==> src/rtl/spi_pkg.sv <==
// Shared SPI definitions: FSM state encoding, default frame geometry and the
// byte shifted out when the slave has nothing queued.
package spi_pkg;

  typedef enum logic {
    IDLE  = 1'b0,
    SHIFT = 1'b1
  } spi_state_e;

  localparam int SPI_DATA_WIDTH  = 8;
  localparam int SPI_SYNC_STAGES = 2;

  localparam logic [SPI_DATA_WIDTH-1:0] SPI_UNDERRUN_FILL = 8'h00;

endpackage

==> src/rtl/spi_sync_edge.sv <==
// N-stage synchronizer for one asynchronous level, with single-cycle rise/fall
// pulses that line up with the synchronized level output.
module spi_sync_edge #(
  parameter int   STAGES    = 2,
  parameter logic RESET_VAL = 1'b0
) (
  input  logic clk,
  input  logic reset,
  input  logic i_async,
  output logic o_level,
  output logic o_rise,
  output logic o_fall
);

  logic [STAGES-1:0] r_sync;
  logic              r_prev;

  // NOTE: flops use non-blocking assignments so every stage samples the value
  // its neighbour held before the edge; blocking here would collapse the chain.
  always_ff @(posedge clk or negedge reset) begin
    if (!reset) begin
      r_sync <= {STAGES{RESET_VAL}};
      r_prev <= RESET_VAL;
    end else begin
      r_sync <= {r_sync[STAGES-2:0], i_async};
      r_prev <= r_sync[STAGES-1];
    end
  end

  // Pulses are combinational so the consumer acts on the edge STAGES+1 cycles
  // after the raw transition.
  assign o_level = r_sync[STAGES-1];
  assign o_rise  =  r_sync[STAGES-1] & ~r_prev;
  assign o_fall  = ~r_sync[STAGES-1] &  r_prev;

endmodule

==> src/rtl/spi_slave.sv <==
// SPI slave (CPOL=0, CPHA=0, LSB-first) in the system clock domain with a
// one-deep tx holding register. Define SPI_SLAVE_TRISTATE_EN to float MISO when idle.
module spi_slave
  import spi_pkg::*;
#(
  parameter int DATA_WIDTH  = SPI_DATA_WIDTH,
  parameter int SYNC_STAGES = SPI_SYNC_STAGES
) (
  input  logic                  clk,
  input  logic                  reset,
  input  logic                  SCLK,
  input  logic                  CS,
  input  logic                  MOSI,
  output logic                  MISO,
  input  logic [DATA_WIDTH-1:0] txData,
  input  logic                  txLoad,
  output logic                  txReady,
  output logic [DATA_WIDTH-1:0] rxData,
  output logic                  rxValid,
  output logic                  busy
);

  localparam int                   CNT_W    = $clog2(DATA_WIDTH);
  localparam logic [CNT_W-1:0]     LAST_BIT = CNT_W'(DATA_WIDTH - 1);
  localparam logic [DATA_WIDTH-1:0] FILL    = DATA_WIDTH'(SPI_UNDERRUN_FILL);

  logic w_sclk_level, w_sclk_rise, w_sclk_fall;
  logic w_cs_level, w_cs_rise, w_cs_fall;
  logic w_mosi, w_mosi_rise_unused, w_mosi_fall_unused;

  spi_sync_edge #(.STAGES(SYNC_STAGES), .RESET_VAL(1'b0)) u_sync_sclk (
    .clk(clk), .reset(reset), .i_async(SCLK),
    .o_level(w_sclk_level), .o_rise(w_sclk_rise), .o_fall(w_sclk_fall)
  );

  // CS resets high so leaving reset never looks like a select.
  spi_sync_edge #(.STAGES(SYNC_STAGES), .RESET_VAL(1'b1)) u_sync_cs (
    .clk(clk), .reset(reset), .i_async(CS),
    .o_level(w_cs_level), .o_rise(w_cs_rise), .o_fall(w_cs_fall)
  );

  spi_sync_edge #(.STAGES(SYNC_STAGES), .RESET_VAL(1'b0)) u_sync_mosi (
    .clk(clk), .reset(reset), .i_async(MOSI),
    .o_level(w_mosi), .o_rise(w_mosi_rise_unused), .o_fall(w_mosi_fall_unused)
  );

  spi_state_e              r_state, w_next_state;
  logic [CNT_W-1:0]        r_bit_cnt;
  logic [DATA_WIDTH-1:0]   r_rx_shift, r_tx_shift, r_hold, r_rx_data;
  logic                    r_hold_full, r_rx_valid, r_byte_done;

  always_ff @(posedge clk or negedge reset) begin
    if (!reset) r_state <= IDLE;
    else        r_state <= w_next_state;
  end

  // NOTE: default assigned first so every path drives w_next_state; a missing
  // branch would otherwise infer a latch.
  always_comb begin
    w_next_state = r_state;
    case (r_state)
      IDLE:    if (w_cs_fall) w_next_state = SHIFT;
      SHIFT:   if (w_cs_rise) w_next_state = IDLE;
      default: w_next_state = IDLE;
    endcase
  end

  logic                  w_start, w_stop, w_sample, w_advance, w_reload;
  logic                  w_consume, w_load_accept, w_cs_unused;
  logic [DATA_WIDTH-1:0] w_next_tx, w_rx_next;

  assign w_start       = (r_state == IDLE)  && w_cs_fall;
  assign w_stop        = (r_state == SHIFT) && w_cs_rise;
  assign w_sample      = (r_state == SHIFT) && !w_cs_rise && w_sclk_rise;
  assign w_advance     = (r_state == SHIFT) && !w_cs_rise && w_sclk_fall;
  assign w_reload      = w_advance && r_byte_done;
  assign w_consume     = w_start || w_reload;
  assign w_load_accept = txLoad && !r_hold_full;
  // No bypass: a byte accepted this cycle is not visible to a same-cycle reload.
  assign w_next_tx     = r_hold_full ? r_hold : FILL;
  assign w_rx_next     = {w_mosi, r_rx_shift[DATA_WIDTH-1:1]};
  assign w_cs_unused   = w_cs_level ^ w_sclk_level;

  always_ff @(posedge clk or negedge reset) begin
    if (!reset) begin
      r_bit_cnt   <= '0;
      r_rx_shift  <= '0;
      r_tx_shift  <= '0;
      r_hold      <= '0;
      r_hold_full <= 1'b0;
      r_rx_data   <= '0;
      r_rx_valid  <= 1'b0;
      r_byte_done <= 1'b0;
    end else begin
      r_rx_valid <= 1'b0;

      if (w_load_accept)  r_hold      <= txData;
      if (w_load_accept)  r_hold_full <= 1'b1;
      else if (w_consume) r_hold_full <= 1'b0;

      if (w_start) begin
        r_tx_shift  <= w_next_tx;
        r_bit_cnt   <= '0;
        r_byte_done <= 1'b0;
      end else if (w_stop) begin
        r_bit_cnt   <= '0;
        r_byte_done <= 1'b0;
      end else begin
        if (w_sample) begin
          r_rx_shift <= w_rx_next;
          if (r_bit_cnt == LAST_BIT) begin
            r_bit_cnt   <= '0;
            r_byte_done <= 1'b1;
            r_rx_data   <= w_rx_next;
            r_rx_valid  <= 1'b1;
          end else begin
            r_bit_cnt <= r_bit_cnt + 1'b1;
          end
        end
        // The falling edge after a full byte starts the next tx byte.
        if (w_advance) begin
          if (r_byte_done) begin
            r_tx_shift  <= w_next_tx;
            r_byte_done <= 1'b0;
          end else begin
            r_tx_shift <= r_tx_shift >> 1;
          end
        end
      end
    end
  end

`ifdef SPI_SLAVE_TRISTATE_EN
  assign MISO = (r_state == SHIFT) ? r_tx_shift[0] : 1'bz;
`else
  assign MISO = (r_state == SHIFT) & r_tx_shift[0];
`endif

  assign txReady = !r_hold_full;
  assign rxData  = r_rx_data;
  assign rxValid = r_rx_valid;
  assign busy    = (r_state == SHIFT);

endmodule

==> config.mk <==
export PLATFORM = sky130hd
export DESIGN_NAME = spi_slave
export DESIGN_NICKNAME = d
export VERILOG_FILES = /design/src/rtl/spi_pkg.sv /design/src/rtl/spi_sync_edge.sv /design/src/rtl/spi_slave.sv
export SDC_FILE = /design/constraint.sdc
export NUM_CORES = 1
export LEC_CHECK = 0
export CORE_MARGIN = 3
export CORE_UTILIZATION = 40
export DETAILED_ROUTE_END_ITERATION = 12
export GPL_ROUTABILITY_DRIVEN = 0
export GPL_TIMING_DRIVEN = 0
export PLACE_DENSITY = 0.73
export REMOVE_ABC_BUFFERS = 1
export SLEW_MARGIN = 5
export SYNTH_ARGS = -nofsm -noshare
export SYNTH_HDL_FRONTEND = slang
export SYNTH_SLANG_ARGS = --single-unit
==> constraint.sdc <==
create_clock -name clk -period 2.9 [get_ports clk]
set_input_delay 0.58 -clock clk [delete_from_list [all_inputs] [get_ports clk]]
set_output_delay 0.58 -clock clk [all_outputs]
set_load 0.02 [all_outputs]
# After elaboration in Yosys (flattened, before gate mapping)
# Cells that the tools add are included.
[op_classes]
n_mux = 24
n_eq_ne = 2
reduce_logical = 16
n_bitwise = 12
n_addsub = 1
[ops]
columns = ["cell", "n"]
rows = [
  ["2-to-1 mux 8 bit", 5],
  ["2-to-1 mux 1 bit", 14],
  ["2-to-1 mux 3 bit", 4],
  ["logical AND 1 bit", 7],
  ["inverter 1 bit", 7],
  ["AND 1 bit", 5],
  ["AND reduction 4 bit", 1],
  ["nonzero test 2 bit", 2],
  ["adder 3 x 1 -> 3 bit (second input constant)", 1],
  ["equality test 3 bit (second input constant)", 1],
  ["AND reduction 3 bit", 1],
  ["nonzero test 3 bit", 1],
  ["logical NOT 1 bit", 2],
  ["inequality test 2 bit (second input constant)", 1],
  ["case mux 1 bit (2 select lines)", 1],
  ["AND reduction 2 bit", 1],
  ["logical OR 1 bit", 1],
]
[totals]
inputBits = 14
out_inout_bits = 12
ff_bits = 47
word_cells = 69

# Logic depth before layout (Yosys ltp)
# Gate-level depths: netlist of run 1.
[logic_depth]
word_depth = 10
mapped_depth = 6

# By module
# From an unflattened synthesis of run 1, not the netlist that was laid out.
[hier_totals]
hier_cells = 147
hier_area_um2 = 1933.1
[by_module_without_submodules]
columns = ["module", "area_each_um2", "n_inst", "cells_per_inst", "seq_area_each_um2"]
rows = [
  ["spi_slave", 1659.1, 1, 132, 950.9],
  ["spi_sync_edge at u_sync_mosi ...", 90.1, 2, 5, 75.1],
  ["spi_sync_edge at u_sync_cs", 93.8, 1, 5, 78.8],
]

# Worst setup path before layout of run 1
# OpenSTA, ideal clock, no wires.
[synth_path]
path_type = "reg-to-reg"
startpoint = "reg u_sync_cs.r_sync[1]"
endpoint = "reg r_rx_data[0] (netlist: rxData[0])"
stages_incl_launch_ff = 6
path_slack_ps = 1320
arrival_time_ps = 1455
period_less_slack_ps = 1580
setup_ps = 125
path_cell_list = "dfstp_2 -> nor2b_4 -> and3b_1 -> and2_4 -> buf_6 -> mux2_4"
[synth_via]
elab_chain_cells = 5
word_cells_on_any_way = 11
classes_between = "bitwise: 5; reduce/logical: 6"
[synth_lines]
columns = ["element", "line_no", "source"]
rows = [
  ["start, declared", "spi_sync_edge.sv:15", "logic [STAGES-1:0] r_sync;"],
  ["start signal, assigned", "spi_sync_edge.sv:22", "r_sync <= {STAGES{RESET_VAL}};"],
  ["start signal, assigned", "spi_sync_edge.sv:25", "r_sync <= {r_sync[STAGES-2:0], i_async};"],
  ["AND 1 bit / inverter 1 bit (equally long branches)", "spi_sync_edge.sv:33, spi_sync_edge.sv:34", ""],
  ["logical NOT 1 bit / AND 1 bit (equally long branches)", "spi_slave.sv:74, spi_sync_edge.sv:34", ""],
  ["logical AND 1 bit (on tied branches)", "spi_slave.sv:74, spi_slave.sv:72", ""],
  ["logical AND 1 bit / inverter 1 bit (equally long branches)", "--", ""],
  ["AND reduction 4 bit (no source line) *", "--", ""],
  ["end signal, assigned", "spi_slave.sv:114", "r_rx_data <= w_rx_next;"],
  ["end, declared", "spi_slave.sv:49", "logic [DATA_WIDTH-1:0] r_rx_shift, r_tx_shift, r_hold, r_rx_data;"],
]
# Every way passes the cells marked *; elsewhere a longest branch is shown, timed or not.
# A chain may end at the register's enable or synchronous reset.

# Worst setup path in the final report of run 1
[layout_path]
startpoint = "reg u_sync_cs.r_prev"
endpoint = "reg r_tx_shift[3]"
[layout_via]
elab_chain_cells = 7
word_cells_on_any_way = 12
classes_between = "eq/ne: 1; mux: 1; bitwise: 3; reduce/logical: 7"
[layout_lines]
columns = ["element", "line_no", "source"]
rows = [
  ["start, declared", "spi_sync_edge.sv:16", "logic r_prev;"],
  ["start signal, assigned", "spi_sync_edge.sv:26", "r_prev <= r_sync[STAGES-1];"],
  ["inverter 1 bit", "spi_sync_edge.sv:33", "assign o_rise = r_sync[STAGES-1] & ~r_prev;"],
  ["AND 1 bit", "spi_sync_edge.sv:33", ""],
  ["logical NOT 1 bit", "spi_slave.sv:75", "assign w_advance = (r_state == SHIFT) && !w_cs_rise && w_sclk_fall;"],
  ["logical AND 1 bit (2 in series)", "spi_slave.sv:75", ""],
  ["nonzero test 2 bit (no source line)", "--", ""],
  ["AND reduction 2 bit (no source line)", "--", ""],
  ["end signal, assigned", "spi_slave.sv:102", "r_tx_shift <= w_next_tx;"],
  ["end signal, assigned", "spi_slave.sv:123", "r_tx_shift <= w_next_tx;"],
  ["end signal, assigned", "spi_slave.sv:126", "r_tx_shift <= r_tx_shift >> 1;"],
  ["end, declared", "spi_slave.sv:49", ""],
]
# Parallel ways exist; a longest one is shown, timed or not.

==> reports/results.tsv, run 1 <==
metric	value	unit
post_cts_resized	0	
vias	1086	
hold_buffers	0	
synthMuxAreaShare	15.3	%
clock_latency	290	ps
crit_required	3140	ps
first_global_vias	1106	
grt_use_met3	4.01	%
max_slew_margin	21.1	%
clock-skew-final	3.44	ps
synth_compound_area_share	8.87	%
dpl.cell_count	204	
htreeDepth	2	
drt_iter0_markers	33	
p_total	1.63	mW
synth_top_family_by_area	multiplexers	
dp_slack	747	ps
use_met2	18.4	%
irDropWorstVdd	0.000403	V
synth.cell_area	0.00189	mm^2
rsz0062_at_grt	false	
rows	24	
synth_flop_cell	dfrtp_1	
synth-simple-area-share	10.1	%
rr_worst_depth	4	
r2r_slack	710	ps
busiest_layer	met2	
root_buffer	clkbuf_8	
viasPerCell	5.12	
area_growth	20.4	%
place_hpwl	2.02	mm
max_freq	457	MHz
nNetsFinal	175	
hold-worst-slack	194	ps
slew_violations	0	
fp.dieW	74.8	um
synth_xor_area_share	0	%
grt_pass1_wl	4.95	mm
drive_gt1_share	23.8	%
hold_viol	0	
fin_util	51.2	%
synth_enable_flop_cells	0	
start_kind	register	
clock_path_buffers	2	
ant_nets	0	
clk_transition_reported_paths	80	ps
antenna_found_initial	0	
wire_per_inst	13.1	um
initial_utilization	42.5	%
cellPowerDensity	714	mW/mm^2
overflow	0	
synth_cell_types	31	
synthAdderAreaFrac	1.32	%
critPathArrivalTime	2430	ps
min_path_type	in -> async	
async_flop_share	100	%
fin_setup_tns	0	ps
die_area	0.00559	mm^2
die_y	74.8	um
drtPass1Iterations	5	
numCtsBuffers	5	
min_period_over_period	75.5	%
wl	2.77	mm
reg2reg_from	u_sync_cs.r_prev	
layout_setup_ws	710	ps
syn_area_per_cell	14.1	um^2
p_leak	1.04	nW
crit_fanout	12	
cts_sinks	46	
status	complete, no violations	
synth_seq_cells	46	
finalCriticalPeriod	2190	ps
rr_endpoint	r_tx_shift[3]	
grt_max_degree	31	
final_cells	212	
postCtsSetupBuffers	0	
timing_worst_slew_pin_value	1180	ps
core_area	0.00444	mm^2
maxCapViolCount	0	
worstSetupPathType	reg -> reg	
fin_area	0.00228	mm^2
synthCells	134	
gr-usage-all-layers	11.9	%
yosysSeqAreaShare	61.1	%
pin_count	26	
cts_tree	done	
numPortBuffers	25	
drc	0	
placed_cell_area	0.00217	mm^2
finalSetupViolations	0	
diodes	0	
critPathCaptureType	register	
grtUsageMet1	14.3	%
yosysWarnings	0	
-- layer usage --
metal | part of all wire (%) | vias to the layer above | wire [um]
met3 | 5.5 | 7 | 151
met2 | 48 | 30 | 1320
met5 | 0 | - | 0
met1 | 44 | 529 | 1230
li1 | - | 520 | -
met4 | 2.5 | 0 | 68
-- synthesized netlist by cell type (3+ instances only) --
cell type,number,share of area [%]
nor2b_1,3,0.99
dfstp_2,3,4.2
mux2_2,15,8.9
a21oi_1,9,2.4
clkbuf_1,3,0.60
inv_1,3,0.60
and3_1,7,2.3
dfrtp_1,43,57
o22a_1,8,3.7
mux2_4,8,6.4
nand2b_1,7,2.3
-- critical path, cell delays in order, from the launching register on --
cell	delay, ps
dfstp_2	560
nor3b_1	950
or2_2	310
and3_1	190
o22a_1	120
-- worst max path at each step --
stage,from,end,slack [ps],cells after the start
floorplan,u_sync_cs.r_prev,r_tx_shift[6],1050,4
global placement,reset,r_hold[4],150,1
detailed placement,u_sync_cs.r_prev,r_tx_shift[3],750,4
CTS,u_sync_cs.r_prev,r_tx_shift[3],730,4
global route,u_sync_cs.r_prev,r_tx_shift[2],510,4
finish,u_sync_cs.r_prev,r_tx_shift[3],710,4
-- final cells by class --
class | instances | area (um^2)
clock buffer | 7 | 76.3
clock inverter | 1 | 30.0
fill | 389 | 2170
inverter | 3 | 11.3
multi-input combinational | 77 | 673
sequential | 46 | 1150
tap | 52 | 65.1
timing repair buffer | 26 | 265
-- sequential cells by signal, summed over array words and instances (netlist names), 2 cells and up --
name	flops
r_rx_shift	7
u_sync_cs.r_sync	2
u_sync_sclk.r_sync	2
u_sync_mosi.r_sync	2
rxData	8
r_tx_shift	8
r_hold	8
r_bit_cnt	3
-- where the power goes --
part           switching, mW  internal, mW  total [mW]
Sequential            0.0930         0.791       0.884
Combinational          0.110         0.180       0.290
Clock                  0.193         0.258       0.451
-- cells by family (layout without fill, tap and decap cells) --
family | count (synthesis) | in the layout
buffers and inverters | 11 | 37
AOI/OAI and AO/OA | 24 | 24
and+or+nand+nor | 28 | 28
adders and majority gates | 2 | 2
DFF | 46 | 46
muxes | 23 | 23
-- cell usage in the layout (no fill, tap or decap), types with 2 or more instances in the layout --
cell type        synthesis  routed
dfstp_2                  3       3
inv_1                    3       3
nor2_1                   2       2
o22a_1                   8       8
clkbuf_1                 3       2
nor2b_1                  3       3
dfrtp_1                 43      43
mux2_4                   8       8
clkbuf_8                 0       5
a21oi_1                  9       9
a22o_1                   2       2
nand2b_1                 7       7
mux2_2                  15      15
clkdlybuf4s50_1          0      24
ha_1                     2       2
and3_1                   7       7
Note: power is estimated with default switching activity, not from simulation.
==> inputs of run 2 (changes only) <==
==> constraint.sdc (replaced) <==
create_clock -name clk -period 2.2 [get_ports clk]
set_input_delay 0.44 -clock clk [delete_from_list [all_inputs] [get_ports clk]]
set_output_delay 0.44 -clock clk [all_outputs]
set_load 0.02 [all_outputs]
==> run 2 against run 1 <==
Against the previous run: worst setup slack lost 500 ps; critical endpoint is now r_tx_shift[6]; design area grew 0.22%; total power rose by 32%; count of clock-buffer cells in the layout is the same.
==> reports/results.tsv, run 2 (synthesized netlist as in run 1, its figures left out) <==
metric	value	unit
vias	1104	
final_cell_mix	dfrtp_1, clkdlybuf4s50_1, mux2_2, a21oi_1	
min_path_type	in -> async	
status	complete, no violations	
worstSetupPathType	reg -> reg	
clock_latency	290	ps
timing_worst_slew_pin_value	844	ps
rows	24	
fin_setup_tns	0	ps
grt_max_degree	31	
final_common_cell	dfrtp_1	
pin_count	26	
root_buffer	clkbuf_8	
drtPass1Iterations	4	
critPathArrivalTime	2230	ps
rsz0062_at_grt	false	
min_period_over_period	90.4	%
gr-usage-all-layers	11.9	%
dpl.cell_count	204	
crit_required	2440	ps
rr_worst_depth	4	
cellPowerDensity	940	mW/mm^2
wl	2.80	mm
finalCriticalPeriod	1990	ps
numCtsBuffers	5	
ant_nets	0	
dp_slack	46.6	ps
clock-skew-final	3.74	ps
postCtsSetupBuffers	0	
p_leak	1.04	nW
layout_setup_ws	211	ps
nNetsFinal	175	
crit_fanout	10	
core_area	0.00444	mm^2
antenna_found_initial	0	
grt_pass1_wl	4.95	mm
first_global_vias	1106	
clock_path_buffers	2	
r2r_slack	210	ps
multi_input_area	678	um^2
area_growth	20.6	%
irDropWorstVdd	0.000531	V
critPathCaptureType	register	
drive_gt1_share	24.4	%
maxCapViolCount	0	
die_y	74.8	um
die_area	0.00559	mm^2
drt_iter0_markers	39	
hold_viol	0	
reg2reg_from	u_sync_cs.r_prev	
place_hpwl	2.02	mm
rr_endpoint	r_tx_shift[6]	
clk_transition_reported_paths	80	ps
cts_sinks	46	
p_total	2.14	mW
hold-worst-slack	56.6	ps
numPortBuffers	25	
fillers	391	
diodes	0	
wire_per_inst	13.2	um
max_freq	503	MHz
finalSetupViolations	0	
slew_violations	0	
htreeDepth	2	
post_cts_resized	0	
initial_utilization	42.5	%
cts_tree	done	
start_kind	register	
max_slew_margin	43.0	%
overflow	0	
viasPerCell	5.21	
fp.dieW	74.8	um
regArea	0.00115	mm^2
hold_buffers	0	
drc	0	
final_cells	212	
run 2: worst max-delay path by stage:
stage	startpoint	end	slack [ps]	depth (start not counted)
6_report	u_sync_cs.r_prev	r_tx_shift[6]	210	4
5_1_grt	u_sync_cs.r_prev	r_tx_shift[2]	80	4
4_1_cts	u_sync_cs.r_prev	r_tx_shift[3]	30	4
3_5_place_dp	u_sync_cs.r_prev	r_tx_shift[3]	50	4
3_3_place_gp	reset	r_hold[4]	-410	1
2_1_floorplan	u_sync_cs.r_prev	r_tx_shift[6]	350	4
run 2: metrics by stage:
step                utilization [%]  area, um^2
finish                         51.3        2280
global route                   51.3        2280
CTS                            51.2        2280
detailed placement             48.8        2170
global placement               48.5        2150
floorplan                         -        1840
run 2: per-layer routing:
metal	vias to the layer above	wire length, um	part of all wire, %	track usage [%]
met1	544	1230	44	14.3
met3	8	146	5.2	4.01
li1	521	-	-	-
met2	31	1360	48	18.4
met4	0	66	2.4	7.71
met5	-	0	0	0
run 2: area by class of cell:
cell class	instances	area share, %
Sequential cell	46	50.6
Timing Repair Buffer	26	11.6
Multi-Input combinational cell	77	29.7
Tap cell	52	2.85
Clock inverter	1	1.32
Clock buffer	7	3.35
Inverter	3	0.494
run 2: report_power, final:
| group | internal (mW) | switching, mW |
|---|---|---|
| Sequential | 1.04 | 0.124 |
| Combinational | 0.238 | 0.145 |
| Clock | 0.340 | 0.254 |
run 2: critical path, stage by stage (launching register included):
cell      delay (ps)
dfstp_2          570
nor2b_4           60
nor4bb_2         740
or2_1            370
o22a_1           190
